==> src/rtl/stopwatch_pkg.sv <==
// Shared stopwatch constants: run/pause state encoding and BCD digit limits.
// Also used by the display driver and the clock divider.
package stopwatch_pkg;

   localparam int BCD_W        = 4;
   localparam int DIG_MAX_ONES = 9;
   localparam int SEC_TENS_MAX = 5;

   typedef enum logic {
      ST_PAUSED = 1'b0,
      ST_RUN    = 1'b1
   } state_t;

   function automatic logic [BCD_W-1:0] bcd_tens(input int v);
      return BCD_W'(v / 10);
   endfunction

   function automatic logic [BCD_W-1:0] bcd_ones(input int v);
      return BCD_W'(v % 10);
   endfunction

endpackage

==> src/rtl/bcd_mod_counter.sv <==
// Two-digit BCD counter that wraps from MAX to 00; carry_out flags the wrapping increment.
// Digits update on the clk edge that samples inc (1-cycle latency); no backpressure.
module bcd_mod_counter
   import stopwatch_pkg::*;
#(
   parameter int MAX = 59
) (
   input  logic             clk,
   input  logic             rst,
   input  logic             inc,
   output logic             carry_out,
   output logic [BCD_W-1:0] tens,
   output logic [BCD_W-1:0] ones
);

   localparam logic [BCD_W-1:0] MAX_T = bcd_tens(MAX);
   localparam logic [BCD_W-1:0] MAX_O = bcd_ones(MAX);

   logic [BCD_W-1:0] r_tens;
   logic [BCD_W-1:0] r_ones;
   logic             w_at_max;

   assign w_at_max  = (r_tens == MAX_T) && (r_ones == MAX_O);
   assign carry_out = inc && w_at_max;
   assign tens      = r_tens;
   assign ones      = r_ones;

   always_ff @(posedge clk) begin
      if (rst) begin
         r_tens <= '0;
         r_ones <= '0;
      end else if (inc) begin
         if (w_at_max) begin
            r_tens <= '0;
            r_ones <= '0;
         end else if (r_ones == BCD_W'(DIG_MAX_ONES)) begin
            r_ones <= '0;
            r_tens <= r_tens + BCD_W'(1);
         end else begin
            r_ones <= r_ones + BCD_W'(1);
         end
      end
   end

endmodule

==> src/rtl/stopwatch_counter.sv <==
// MM:SS stopwatch core with run/pause and per-field adjust; STOPWATCH_SAT_EN makes counting saturate with done.
// All outputs registered, 1-cycle latency from the sampled tick; no backpressure.
module stopwatch_counter
   import stopwatch_pkg::*;
#(
   parameter int MAX_MIN = 59,
   parameter int MAX_SEC = 59
) (
   input  logic             clk,
   input  logic             rst,
   input  logic             tick_1hz,
   input  logic             tick_2hz,
   input  logic             pause_pulse,
   input  logic             adj,
   input  logic             sel,
   output logic [BCD_W-1:0] minutes_1,
   output logic [BCD_W-1:0] minutes_0,
   output logic [BCD_W-1:0] seconds_1,
   output logic [BCD_W-1:0] seconds_0,
   output logic             running,
   output logic             done
);

   state_t r_state;
   state_t w_state_nxt;

   logic w_run_tick;
   logic w_sec_count;
   logic w_sec_inc;
   logic w_min_inc;
   logic w_sec_carry;
   logic w_unused_min_carry;

   always_ff @(posedge clk) begin
      if (rst) r_state <= ST_RUN;
      else     r_state <= w_state_nxt;
   end

   // pause_pulse toggles even in adjust mode; it only matters once adj drops
   always_comb begin
      w_state_nxt = r_state;
      if (pause_pulse) begin
         w_state_nxt = (r_state == ST_RUN) ? ST_PAUSED : ST_RUN;
      end
   end

   assign running = (r_state == ST_RUN);

`ifdef STOPWATCH_SAT_EN
   logic r_done;
   logic w_at_max;

   assign w_at_max = (minutes_1 == bcd_tens(MAX_MIN)) && (minutes_0 == bcd_ones(MAX_MIN)) &&
                     (seconds_1 == BCD_W'(SEC_TENS_MAX)) && (seconds_0 == BCD_W'(DIG_MAX_ONES));
   assign w_run_tick  = !adj && tick_1hz && (r_state == ST_RUN) && !r_done;
   assign w_sec_count = w_run_tick && !w_at_max;

   always_ff @(posedge clk) begin
      if (rst)                          r_done <= 1'b0;
      else if (adj && tick_2hz)         r_done <= 1'b0;
      else if (w_run_tick && w_at_max)  r_done <= 1'b1;
   end

   assign done = r_done;
`else
   assign w_run_tick  = !adj && tick_1hz && (r_state == ST_RUN);
   assign w_sec_count = w_run_tick;
   assign done        = 1'b0;
`endif

   // adjust mode steers tick_2hz to one field and breaks the seconds->minutes carry
   assign w_sec_inc = adj ? (tick_2hz && sel)  : w_sec_count;
   assign w_min_inc = adj ? (tick_2hz && !sel) : w_sec_carry;

   bcd_mod_counter #(.MAX(MAX_SEC)) u_sec (
      .clk       (clk),
      .rst       (rst),
      .inc       (w_sec_inc),
      .carry_out (w_sec_carry),
      .tens      (seconds_1),
      .ones      (seconds_0)
   );

   bcd_mod_counter #(.MAX(MAX_MIN)) u_min (
      .clk       (clk),
      .rst       (rst),
      .inc       (w_min_inc),
      .carry_out (w_unused_min_carry),
      .tens      (minutes_1),
      .ones      (minutes_0)
   );

endmodule

==> config.mk <==
export PLATFORM = sky130hd
export DESIGN_NAME = stopwatch_counter
export DESIGN_NICKNAME = d
export VERILOG_FILES = /design/src/rtl/stopwatch_pkg.sv /design/src/rtl/bcd_mod_counter.sv /design/src/rtl/stopwatch_counter.sv
export SDC_FILE = /design/constraint.sdc
export NUM_CORES = 1
export LEC_CHECK = 0
export ABC_AREA = 1
export CAP_MARGIN = 20
export CORE_MARGIN = 4
export CORE_UTILIZATION = 42
export CTS_CLUSTER_DIAMETER = 80
export DETAILED_ROUTE_END_ITERATION = 7
export PLACE_DENSITY = 0.79
export SETUP_SLACK_MARGIN = 0.5
export SLEW_MARGIN = 20
export SYNTH_ARGS = -nofsm -noshare
export SYNTH_HDL_FRONTEND = slang
export SYNTH_HIERARCHICAL = 1
export SYNTH_SLANG_ARGS = --single-unit
==> constraint.sdc <==
create_clock -name clk -period 1.8 [get_ports clk]
set_clock_uncertainty 0.05 [all_clocks]
set_input_delay 0.45 -clock clk [delete_from_list [all_inputs] [get_ports clk]]
set_output_delay 0.45 -clock clk [all_outputs]
set_load 0.05 [all_outputs]
After elaboration in Yosys (flattened, before gate mapping)
Cells that the tools add are included.
{ "classes": {"add_sub_neg": 4, "n_eq_ne": 4, "mux": 11, "reduce_logical": 13} }
{ "op_table": {"columns": ["operator", "n"], "rows": [
  ["$mux W4", 8],
  ["$add A4 B1 Y4 const B", 4],
  ["$eq A4 B3 Y1 const B", 2],
  ["$eq A4 B4 Y1 const B", 2],
  ["$logic_and A1 B1 Y1", 7],
  ["$reduce_and A2 Y1", 2],
  ["$reduce_bool A2 Y1", 2],
  ["$mux W1", 3],
  ["$logic_not A1 Y1", 2]
]} }
{ "totals": {"ff_bits": 17, "inputBits": 7, "out_inout_bits": 18} }

Logic depth before layout (Yosys ltp)
Gate-level depths: netlist (run 1).
{ "logic_depth": {"word_depth": 7, "depth_mapped": 13} }

Hierarchy
The synthesis (run 1) kept the hierarchy.
{ "modules_own_cells": {"columns": ["module", "n_inst", "cells_per_inst", "area_per_inst_um2"], "rows": [
  ["bcd_mod_counter", 2, 61, 427.9],
  ["stopwatch_counter", 1, 17, 88.8]
]} }

Worst setup path before layout (run 1)
OpenSTA, ideal clock, no wires.
{ "synth_timing": {"kind": "register to register", "start": "register r_state (netlist: running)", "end": "register u_min.r_tens[0] (netlist: u_min/tens[0])", "setup_ns": 0.120, "arrival_ns": 1.952, "path_slack_ns": -0.321, "path_stages_with_launch": 10, "path_buffers": 0, "period_less_slack_ns": 2.121, "cell_sequence": "dfxtp_1 nand3_1 nand2_1 nand4_1 nor2_1 nand2_1 nand2_1 nand4_1 o21ai_2 nor2_1"} }
{ "synth_between": {"elab_chain_cells": 5} }
{ "synth_lines": {"columns": ["item", "line_no", "source"], "rows": [
  ["from (decl)", "stopwatch_counter.sv:24", "state_t r_state;"],
  ["from (signal assigned)", "stopwatch_counter.sv:36", "else r_state <= w_state_nxt;"],
  ["$logic_and A1 B1 Y1", "stopwatch_counter.sv:66", "assign w_run_tick = !adj && tick_1hz && (r_state == ST_RUN);"],
  ["$mux W1", "stopwatch_counter.sv:72", "assign w_sec_inc = adj ? (tick_2hz && sel) : w_sec_count;"],
  ["named net w_sec_inc", "stopwatch_counter.sv:29", "logic w_sec_inc;"],
  ["$logic_and A1 B1 Y1", "bcd_mod_counter.sv:24", "assign carry_out = inc && w_at_max;"],
  ["named net w_sec_carry", "stopwatch_counter.sv:31", "logic w_sec_carry;"],
  ["$mux W1", "stopwatch_counter.sv:73", "assign w_min_inc = adj ? (tick_2hz && !sel) : w_sec_carry;"],
  ["named net w_min_inc", "stopwatch_counter.sv:30", "logic w_min_inc;"],
  ["$reduce_and A2 Y1 (no line)", null, null],
  ["to (signal assigned)", "bcd_mod_counter.sv:38", "r_tens <= r_tens + BCD_W'(1);"],
  ["to (decl)", "bcd_mod_counter.sv:19", "logic [BCD_W-1:0] r_tens;"]
]} }
The timed path passes the listed nets, and every way through them passes these cells.
A chain may end at the register's enable or synchronous reset.

Final worst setup path (run 1)
{ "layout_timing": {"start": "register u_sec.r_ones[1] (netlist: u_sec/ones[1])", "end": "register u_min.r_tens[3] (netlist: u_min/tens[3])"} }
{ "layout_between": {"elab_chain_cells": 5} }
{ "layout_lines": {"columns": ["item", "line_no", "source"], "rows": [
  ["from (decl)", "bcd_mod_counter.sv:20", "logic [BCD_W-1:0] r_ones;"],
  ["from (signal assigned)", "bcd_mod_counter.sv:40", "r_ones <= r_ones + BCD_W'(1);"],
  ["$eq A4 B4 Y1", "bcd_mod_counter.sv:23", "assign w_at_max = (r_tens == MAX_T) && (r_ones == MAX_O);"],
  ["$logic_and A1 B1 Y1", "bcd_mod_counter.sv:23", null],
  ["$logic_and A1 B1 Y1", "bcd_mod_counter.sv:24", null],
  ["named net w_sec_carry", "stopwatch_counter.sv:31", null],
  ["$mux W1", "stopwatch_counter.sv:73", null],
  ["named net w_min_inc", "stopwatch_counter.sv:30", null],
  ["$reduce_and A2 Y1 (no line)", null, null]
]} }
The timed path passes the listed nets, and every way through them passes these cells.

==> summary.md, run 1 <==
| Metric | Value |
|---|---|
| Outcome | finished clean |
| Clock power frac | 0.255 |
| Syn_area_per_cell | 6.818 um^2 |
| Crit path arrival time | 2000 ps |
| Power per cell area | 455.6 nW/um^2 |
| WHS | 535.8 ps |
| Pleak | 0.0008283 uW |
| GRT Overall Usage | 0.1946 |
| GPL Wtd Cong | 0.8062 |
| Finished Cell Area | 1864 um^2 |
| Clock sink count | 17 |
| Final hold viol count | 0 |
| Max Cap Viol | 0 |
| Fin. max-slew vios | 0 |
| Syn Nets | 153 |
| Post-DP HPWL | 1.598 mm |
| Worst vdd ir | 0.4273 mV |
| Die H | 55.33 um |
| Commonest non-fill, non-tap cell in the layout | nand2_1 |
| Setup-failing EPs final | 0 |
| Io pins | 25 |
| CP max stage cell | dfxtp_4 |
| Post-route ant nets | 0 |
| Largest net degree at the start of global routing | 11 |
| Initial antenna violation count | 0 |
| Tcrit/Tclk final | 0.9994 |
| Pre-antenna DRT Iters | 6 |
| CTS root buf | clkbuf_4 |
| Routed len/inst | 19.17 um |
| Port-buffer cells | 23 |
| Placed cell areas | 1311 um^2 |
| Worst setup path start | u_sec/ones[1] |
| Most frequent cells in the layout | nand2_1 (30), buf_4 (22), inv_1 (19), nor2_1 (17), buf_6 (15) |
| TritonCTS clock tree | done |
| TritonCTS Buffers | 3 |
| Largest stage delay on the critical path | 360 ps |
| Total Nets Final | 217 |
| Hold Crit Depth | 4 |
| Post-Syn Area | 940.9 um^2 |
| Drt initial violations | 102 |
| Reg2reg path depth | 12 |
| Clock Path Buffers | 2 |
| Overflow after GRT | 0 |
| Setup Crit Path Kind | reg2reg |
| Post-synthesis cell count | 138 |
| H-tree lvl count | 1 |
| WL final | 4.371 mm |
| Reg2Reg Launch Point | u_sec/ones[1] |
| Initial core utilization | 0.4608 |
| Crit path required time | 2000 ps |
| CP most frequent cell | nand2_1 |
| Crit path cell chain | inv_2 -> ha_4 -> nand4_1 -> nor2_1 -> nand2_1 -> nand2_2 -> nand2_1 -> nor2_4 -> nand2_1 -> nand2_1 -> nand2_1 -> nor2_1 |
| FF-to-FF setup slack | 1 ps |
| Period minus WS final | 1799 ps |
| RR Endpoint | u_min/tens[3] |
| Vias in the first global route | 1,083 |
| Comb power frac | 0.295 |
| Clock-pin slew on the worst setup and hold paths | 110 ps |
| Synth-to-Final Area Change | 98.14% |
| CP max FO | 7 |
| Beginning of the worst hold path | u_min/tens[0] |
| RSZ-0062 raised after global routing | yes |
| DR vias/cell | 5.741 |
| Core ar. | 2042 um^2 |
| Sequential power share | 0.451 |
| Fmax | 0.5559 GHz |
| Crit. End Element | register |
| Via Count | 1,309 |
| P_int | 574.0 uW |
| Net Switching | 275.4 uW |
| Clk_lat worst skew | 300 ps |
| Hold crit path type | reg2reg |
| Die span in x | 55.33 um |
| Inserted Diodes | 0 |
| Ys Warns | 6 |
| Die footprint | 3061 um^2 |
| Remaining DRCs | 0 |
| Ratio of cells with drive above 1 in the final layout | 0.5274 |
| Num rows | 16 |
| CP endpoint | u_min/tens[3] |
| Post-layout util | 0.9130 |
| First-pass GRT wire length | 4.774 mm |
| CP Launch Type | register |
| Switching Share | 0.3243 |
==> registers in the layout, indices dropped and copies added (netlist names) <==
signal and cells:
u_sec/ones 4, running 1, u_min/tens 4, u_sec/tens 4, u_min/ones 4
==> worst max-delay path: cells and delay by family (launching register included) <==
family / cells / cell delay [ps]
adders and majority gates: 1 / 130
buffers and inverters: 1 / 70
DFF: 1 / 360
and+or+nand+nor: 10 / 1130
==> metal layers <==
layer | up-vias | GRT usage | share of wire
met4 | 0 | 0.1146 | 0.055
met3 | 37 | 0.03497 | 0.099
li1 | 559 | - | -
met2 | 111 | 0.3311 | 0.48
met1 | 602 | 0.2250 | 0.36
met5 | - | 0 | 0
==> repair_timing <==
action,in CTS,in global routing
hold buffers,0,0
pin swaps,17,14
hold endpoints to repair,0,0
buffers inserted,21,10
endpoints found under the setup margin,33,33
gates resized for setup,64,40
==> through the flow <==
step                      std cells  worst slack [ps]  power [uW]  setup TNS [ps]
after detailed placement        193            -476.8       534.3           -4212
final                           228             1.080       849.4               0
after global routing            228            -113.7       879.9          -413.7
after global placement          193            -391.1       530.6           -3364
after floorplan                 138             65.57       479.9               0
after CTS                       218             256.0       784.6               0
==> cell type report <==
type                       count  area (um^2)
inverter                      23        98.84
clock inverter                 1        5.005
fill                          78        177.7
sequential                    17        396.6
multi-input combinational     97        631.9
tap                           27        33.78
clock buffer                   3        22.52
timing repair buffer          60        675.6
==> power by group through the flow <==
stage / combinational, uW / clock (uW) / sequential, uW
after global placement: 124 / 0 / 407
after global routing: 261 / 236 / 384
after CTS: 188 / 207 / 389
after detailed placement: 127 / 0 / 407
final: 250 / 216 / 383
after floorplan: 46.0 / 0 / 434
==> how the worst min path moves through the flow <==
stage / to
final: u_min/tens[0]
after global routing: u_min/ones[3]
after CTS: u_sec/ones[2]
after detailed placement: running
after global placement: running
after floorplan: running
(Power assumes the default switching activity.)
==> inputs of run 2 (changes only) <==
Settings changed: CORE_UTILIZATION 42 to 30, PLACE_DENSITY 0.79 to 0.62.
==> run 2 against run 1 <==
Net effect:
- critical path depth is 1 higher
- sequential cell count stayed put
- utilization fell by 32 points
- setup slack gained 170 ps
- register-to-register slack better by 190 ps
- die area is 34% higher
- total power shrank 2.4%
- clock power is 2% higher
- non-clock buffer count decreased by 7
- fmax grew 11%
- highest routed layer unchanged
==> summary.md, run 2 (same netlist as run 1, synthesis figures left out) <==
| Metric | Value |
|---|---|
| CTS root buf | clkbuf_4 |
| Clk_lat worst skew | 310 ps |
| Drt initial violations | 50 |
| CTS Hold Bufs | 0 |
| Fmax | 0.6146 GHz |
| Tcrit/Tclk final | 0.9039 |
| Setup TNS | 0 ps |
| WL final | 2.838 mm |
| Die footprint | 4097 um^2 |
| Setup Crit Path Kind | in2reg |
| Outcome | finished clean |
| Placed cell areas | 1325 um^2 |
| Crit path arrival time | 1770 ps |
| CP Launch Type | input pin |
| Max Cap Viol | 0 |
| H-tree lvl count | 1 |
| WHS | 515.9 ps |
| Fin. max-slew vios | 0 |
| Setup-failing EPs final | 0 |
| Crit path cell chain | buf_6 -> buf_6 -> inv_12 -> nand3_4 -> nand2_4 -> nand4_1 -> nor2_1 -> nand2_1 -> nand2_2 -> nand4_1 -> buf_4 -> nand2_4 -> nor2_2 |
| Period minus WS final | 1627 ps |
| DR vias/cell | 4.508 |
| Port-buffer cells | 23 |
| Most frequent cells in the layout | nand2_1 (29), inv_1 (20), buf_6 (17), nor2_1 (16), buf_4 (15) |
| Initial antenna violation count | 0 |
| TritonCTS Buffers | 3 |
| Pleak | 0.0007837 uW |
| Synth-to-Final Area Change | 90.16% |
| Die span in x | 64.01 um |
| Post-layout util | 0.5909 |
| Post-DP HPWL | 1.663 mm |
| Die H | 64.01 um |
| Worst setup path start | adj |
| GPL Wtd Cong | 0.8008 |
| First-pass GRT wire length | 4.657 mm |
| WP buf/inv | 4 |
| Beginning of the worst hold path | u_min/ones[0] |
| Crit. End Element | register |
| Reg2reg path depth | 10 |
| Ratio of cells with drive above 1 in the final layout | 0.5052 |
| Post-route ant nets | 0 |
| Io pins | 25 |
| Commonest non-fill, non-tap cell in the layout | nand2_1 |
| Reg2Reg Launch Point | u_sec/ones[1] |
| Total Nets Final | 210 |
| Crit path required time | 1950 ps |
| Hold Path Sink | u_min/ones[0] |
| Largest stage delay on the critical path | 210 ps |
| Clock-pin slew on the worst setup and hold paths | 90 ps |
| CP max stage cell | buf_4 |
| Vias in the first global route | 1,093 |
| Worst vdd ir | 0.2812 mV |
| FF-to-FF setup slack | 190 ps |
| Overflow after GRT | 0 |
| CP max FO | 4 |
| Remaining DRCs | 0 |
| Clock sink count | 17 |
| Initial core utilization | 0.3107 |
| RR Endpoint | u_min/ones[2] |
| TritonCTS clock tree | done |
| Final hold viol count | 0 |
| Clock Path Buffers | 2 |
| GRT Overall Usage | 0.1421 |
| Core ar. | 3028 um^2 |
| Pre-antenna DRT Iters | 4 |
| Via Count | 1,073 |
| Finished Cell Area | 1789 um^2 |
| RSZ-0062 raised after global routing | yes |
| Cell family with most CP delay | simple AND/OR/NAND/NOR gates |
| Routed len/inst | 11.92 um |
| Hold Crit Depth | 2 |
| Hold crit path type | reg2reg |
| Power per cell area | 463.2 nW/um^2 |
| Largest net degree at the start of global routing | 10 |
| Num rows | 20 |
| Inserted Diodes | 0 |
==> run 2: worst min-delay path, stage by stage (launching register included) <==
cell     delay, ps
dfxtp_2        370
nor2_1         120
nor3_2          50
==> run 2: area by class of cell <==
class / count / area, um^2
clock buffers: 4 / 26.28
fillers: 267 / 1239
inverters: 23 / 98.84
multi-input cells: 97 / 606.8
flip-flops and latches: 17 / 380.4
well taps: 44 / 55.05
repair buffers: 53 / 621.8
==> run 2: how the worst max path moves through the flow <==
stage | depth (start not counted) | endpoint
2_1_floorplan | 10 | u_min/tens[0]
3_3_place_gp | 12 | u_min/tens[1]
3_5_place_dp | 12 | u_min/tens[3]
4_1_cts | 12 | u_min/tens[0]
5_1_grt | 10 | u_min/ones[2]
6_report | 13 | u_min/ones[2]
==> run 2: through the flow <==
| stage | power, uW | worst slack (ps) | std cells |
|---|---|---|---|
| floorplan | 479.9 | 65.57 | 138 |
| detailed placement | 532.7 | -496.1 | 209 |
| global placement | 529.5 | -397.6 | 209 |
| finish | 828.8 | 172.9 | 238 |
| CTS | 793.2 | 240.5 | 232 |
| global route | 871.6 | 71.56 | 238 |
==> run 2: routing by layer <==
metal  vias to the layer above  wire, um  global-route usage
met2                        30      1480              0.2413
met5                         -         0                   0
li1                        538         -                   -
met3                         6       153             0.05448
met1                       499      1152              0.1580
met4                         0        51             0.05660
==> run 2: repair_timing <==
action / in CTS / in global routing
resized for setup: 70 / 23
setup buffers: 19 / 6
pin swaps: 20 / 14
setup endpoints to repair: 33 / 33
==> run 2: power by group <==
group | internal, uW | switching, uW
Sequential | 378 | 14.2
Clock | 86.6 | 134
Combinational | 111 | 105
Total | 575 | 253
==> inputs of run 3 (changes only) <==
Settings changed: TNS_END_PERCENT from default to 10.
==> run 3 against run 2 <==
Net effect:
- utilization down 11 points
- first-iteration DRC count down 22%
- hold slack worse by 61 ps
- sequential cell count unchanged
- setup slack better by 34 ps
- largest cell class is now multi-input combinational cells
==> summary.md, run 3 (same netlist as run 1, synthesis figures left out) <==
| Metric | Value |
|---|---|
| Outcome | finished clean |
| Beginning of the worst hold path | running |
| Clk_lat worst skew | 280 ps |
| CTS root buf | clkbuf_4 |
| Remaining DRCs | 0 |
| Worst setup path start | adj |
| Vias in the first global route | 898 |
| Hold crit path type | reg2reg |
| Hold Crit Depth | 2 |
| FF-to-FF setup slack | 220 ps |
| Most frequent cells in the layout | nand2_1 (35), inv_1 (21), buf_4 (21), nor2_1 (19), dfxtp_1 (10) |
| Crit path required time | 1930 ps |
| Fin. max-slew vios | 0 |
| Commonest non-fill, non-tap cell in the layout | nand2_1 |
| Period minus WS final | 1593 ps |
| Ratio of cells with drive above 1 in the final layout | 0.3125 |
| RSZ-0062 raised after global routing | yes |
| Total power | 744.0 uW |
| Post-route ant nets | 0 |
| TritonCTS clock tree | done |
| Post-DP HPWL | 1.574 mm |
| Die H | 64.01 um |
| Initial core utilization | 0.3107 |
| GRT Overall Usage | 0.1140 |
| H-tree lvl count | 1 |
| WL final | 2.166 mm |
| CP max FO | 4 |
| Setup-failing EPs final | 0 |
| Pre-antenna DRT Iters | 4 |
| Hold Path Sink | running |
| Inserted Diodes | 0 |
| GPL Wtd Cong | 0.8015 |
| Die span in x | 64.01 um |
| Num rows | 20 |
| Initial antenna violation count | 0 |
| RR Endpoint | u_min/tens[1] |
| Max Cap Viol | 0 |
| TritonCTS Buffers | 3 |
| Fmax | 0.6277 GHz |
| Crit. End Element | register |
| Finished Cell Area | 1463 um^2 |
| Overflow after GRT | 0 |
| Routed len/inst | 9.845 um |
| CTS Hold Bufs | 0 |
| Clock-pin slew on the worst setup and hold paths | 100 ps |
| Fill count | 288 |
| Port-buffer cells | 23 |
| Final hold viol count | 0 |
| First-pass GRT wire length | 3.753 mm |
| Power per cell area | 508.6 nW/um^2 |
| Crit path arrival time | 1730 ps |
| Worst vdd ir | 0.2113 mV |
| Placed cell areas | 1336 um^2 |
| CP Launch Type | input pin |
| Via Count | 974 |
| Die footprint | 4097 um^2 |
| Reg2Reg Launch Point | u_sec/ones[1] |
| Total Nets Final | 192 |
| Tcrit/Tclk final | 0.8851 |
| Largest net degree at the start of global routing | 10 |
| Clock Path Buffers | 2 |
| Drt initial violations | 39 |
| Io pins | 25 |
| Core ar. | 3028 um^2 |
| Reg2reg path depth | 9 |
| Synth-to-Final Area Change | 55.45% |
| Pleak | 0.0006486 uW |
| DR vias/cell | 4.427 |
| Clock sink count | 17 |
| Setup Crit Path Kind | in2reg |
-- run 3: cell types whose count changed in the layout (fill, tap and decap cells not counted), moves of 4 or more --
cell / delta
dfxtp_1: +9
nand2_1: +6
buf_6: -15
buf_8: -10
buf_4: +6
dfxtp_2: -5
dfxtp_4: -4
-- run 3: stage by stage --
step	TNS [ps]	util	std cells	setup WS [ps]	hold WS (ps)
2_1_floorplan	0	-	138	65.15	507.1
3_3_place_gp	-3536	0.4413	209	-413.3	428.5
3_5_place_dp	-4281	0.4413	209	-490.1	439.3
4_1_cts	0	0.4694	218	238.1	463.0
5_1_grt	0	0.4831	220	107.8	476.9
6_report	0	0.4831	220	206.8	454.6
-- run 3: critical path, cell delays in order --
cell and delay [ps]:
buf_6 90, buf_6 120, inv_12 40, nand3_2 70, nand2_2 70, nand4_1 100, nor2_1 120, nand2_1 70
nand2_2 80, nand4_1 180, o21ai_2 260, nor2_1 70
-- run 3: area by class of cell --
| class | count | area, um^2 | share of cell area |
|---|---|---|---|
| Clock buffer | 4 | 26.28 | 0.01796 |
| Inverter | 23 | 101.3 | 0.06929 |
| Sequential cell | 17 | 359.1 | 0.2455 |
| Timing Repair Buffer | 35 | 366.6 | 0.2506 |
| Multi-Input combinational cell | 97 | 554.3 | 0.3790 |
| Tap cell | 44 | 55.05 | 0.03764 |
-- run 3: worst max path at each step --
stage | end | slack, ps | cells after the start
finish | u_min/tens[1] | 210 | 12
global route | u_min/tens[3] | 110 | 9
CTS | u_min/tens[3] | 240 | 12
detailed placement | u_min/tens[3] | -490 | 12
global placement | u_min/tens[1] | -410 | 12
floorplan | u_min/tens[0] | 70 | 10
-- run 3: timing repair --
| action | in CTS | in global routing |
|---|---|---|
| resized for setup | 16 | 6 |
| cloned | 0 | 0 |
| buffers inserted | 5 | 2 |
| pin swaps | 9 | 6 |
| setup endpoints to repair | 33 | 31 |
-- run 3: report_power, final --
group,internal (uW),switching [uW],total [uW]
Combinational,62.3,81.4,144
Clock,86.0,118,204
Sequential,383,13.5,397
-- run 3: layer usage --
| metal | GRT usage | wire (um) |
|---|---|---|
| met4 | 0.04582 | 13 |
| met1 | 0.1372 | 953 |
| met2 | 0.1845 | 1047 |
| met5 | 0 | 0 |
| met3 | 0.03866 | 151 |
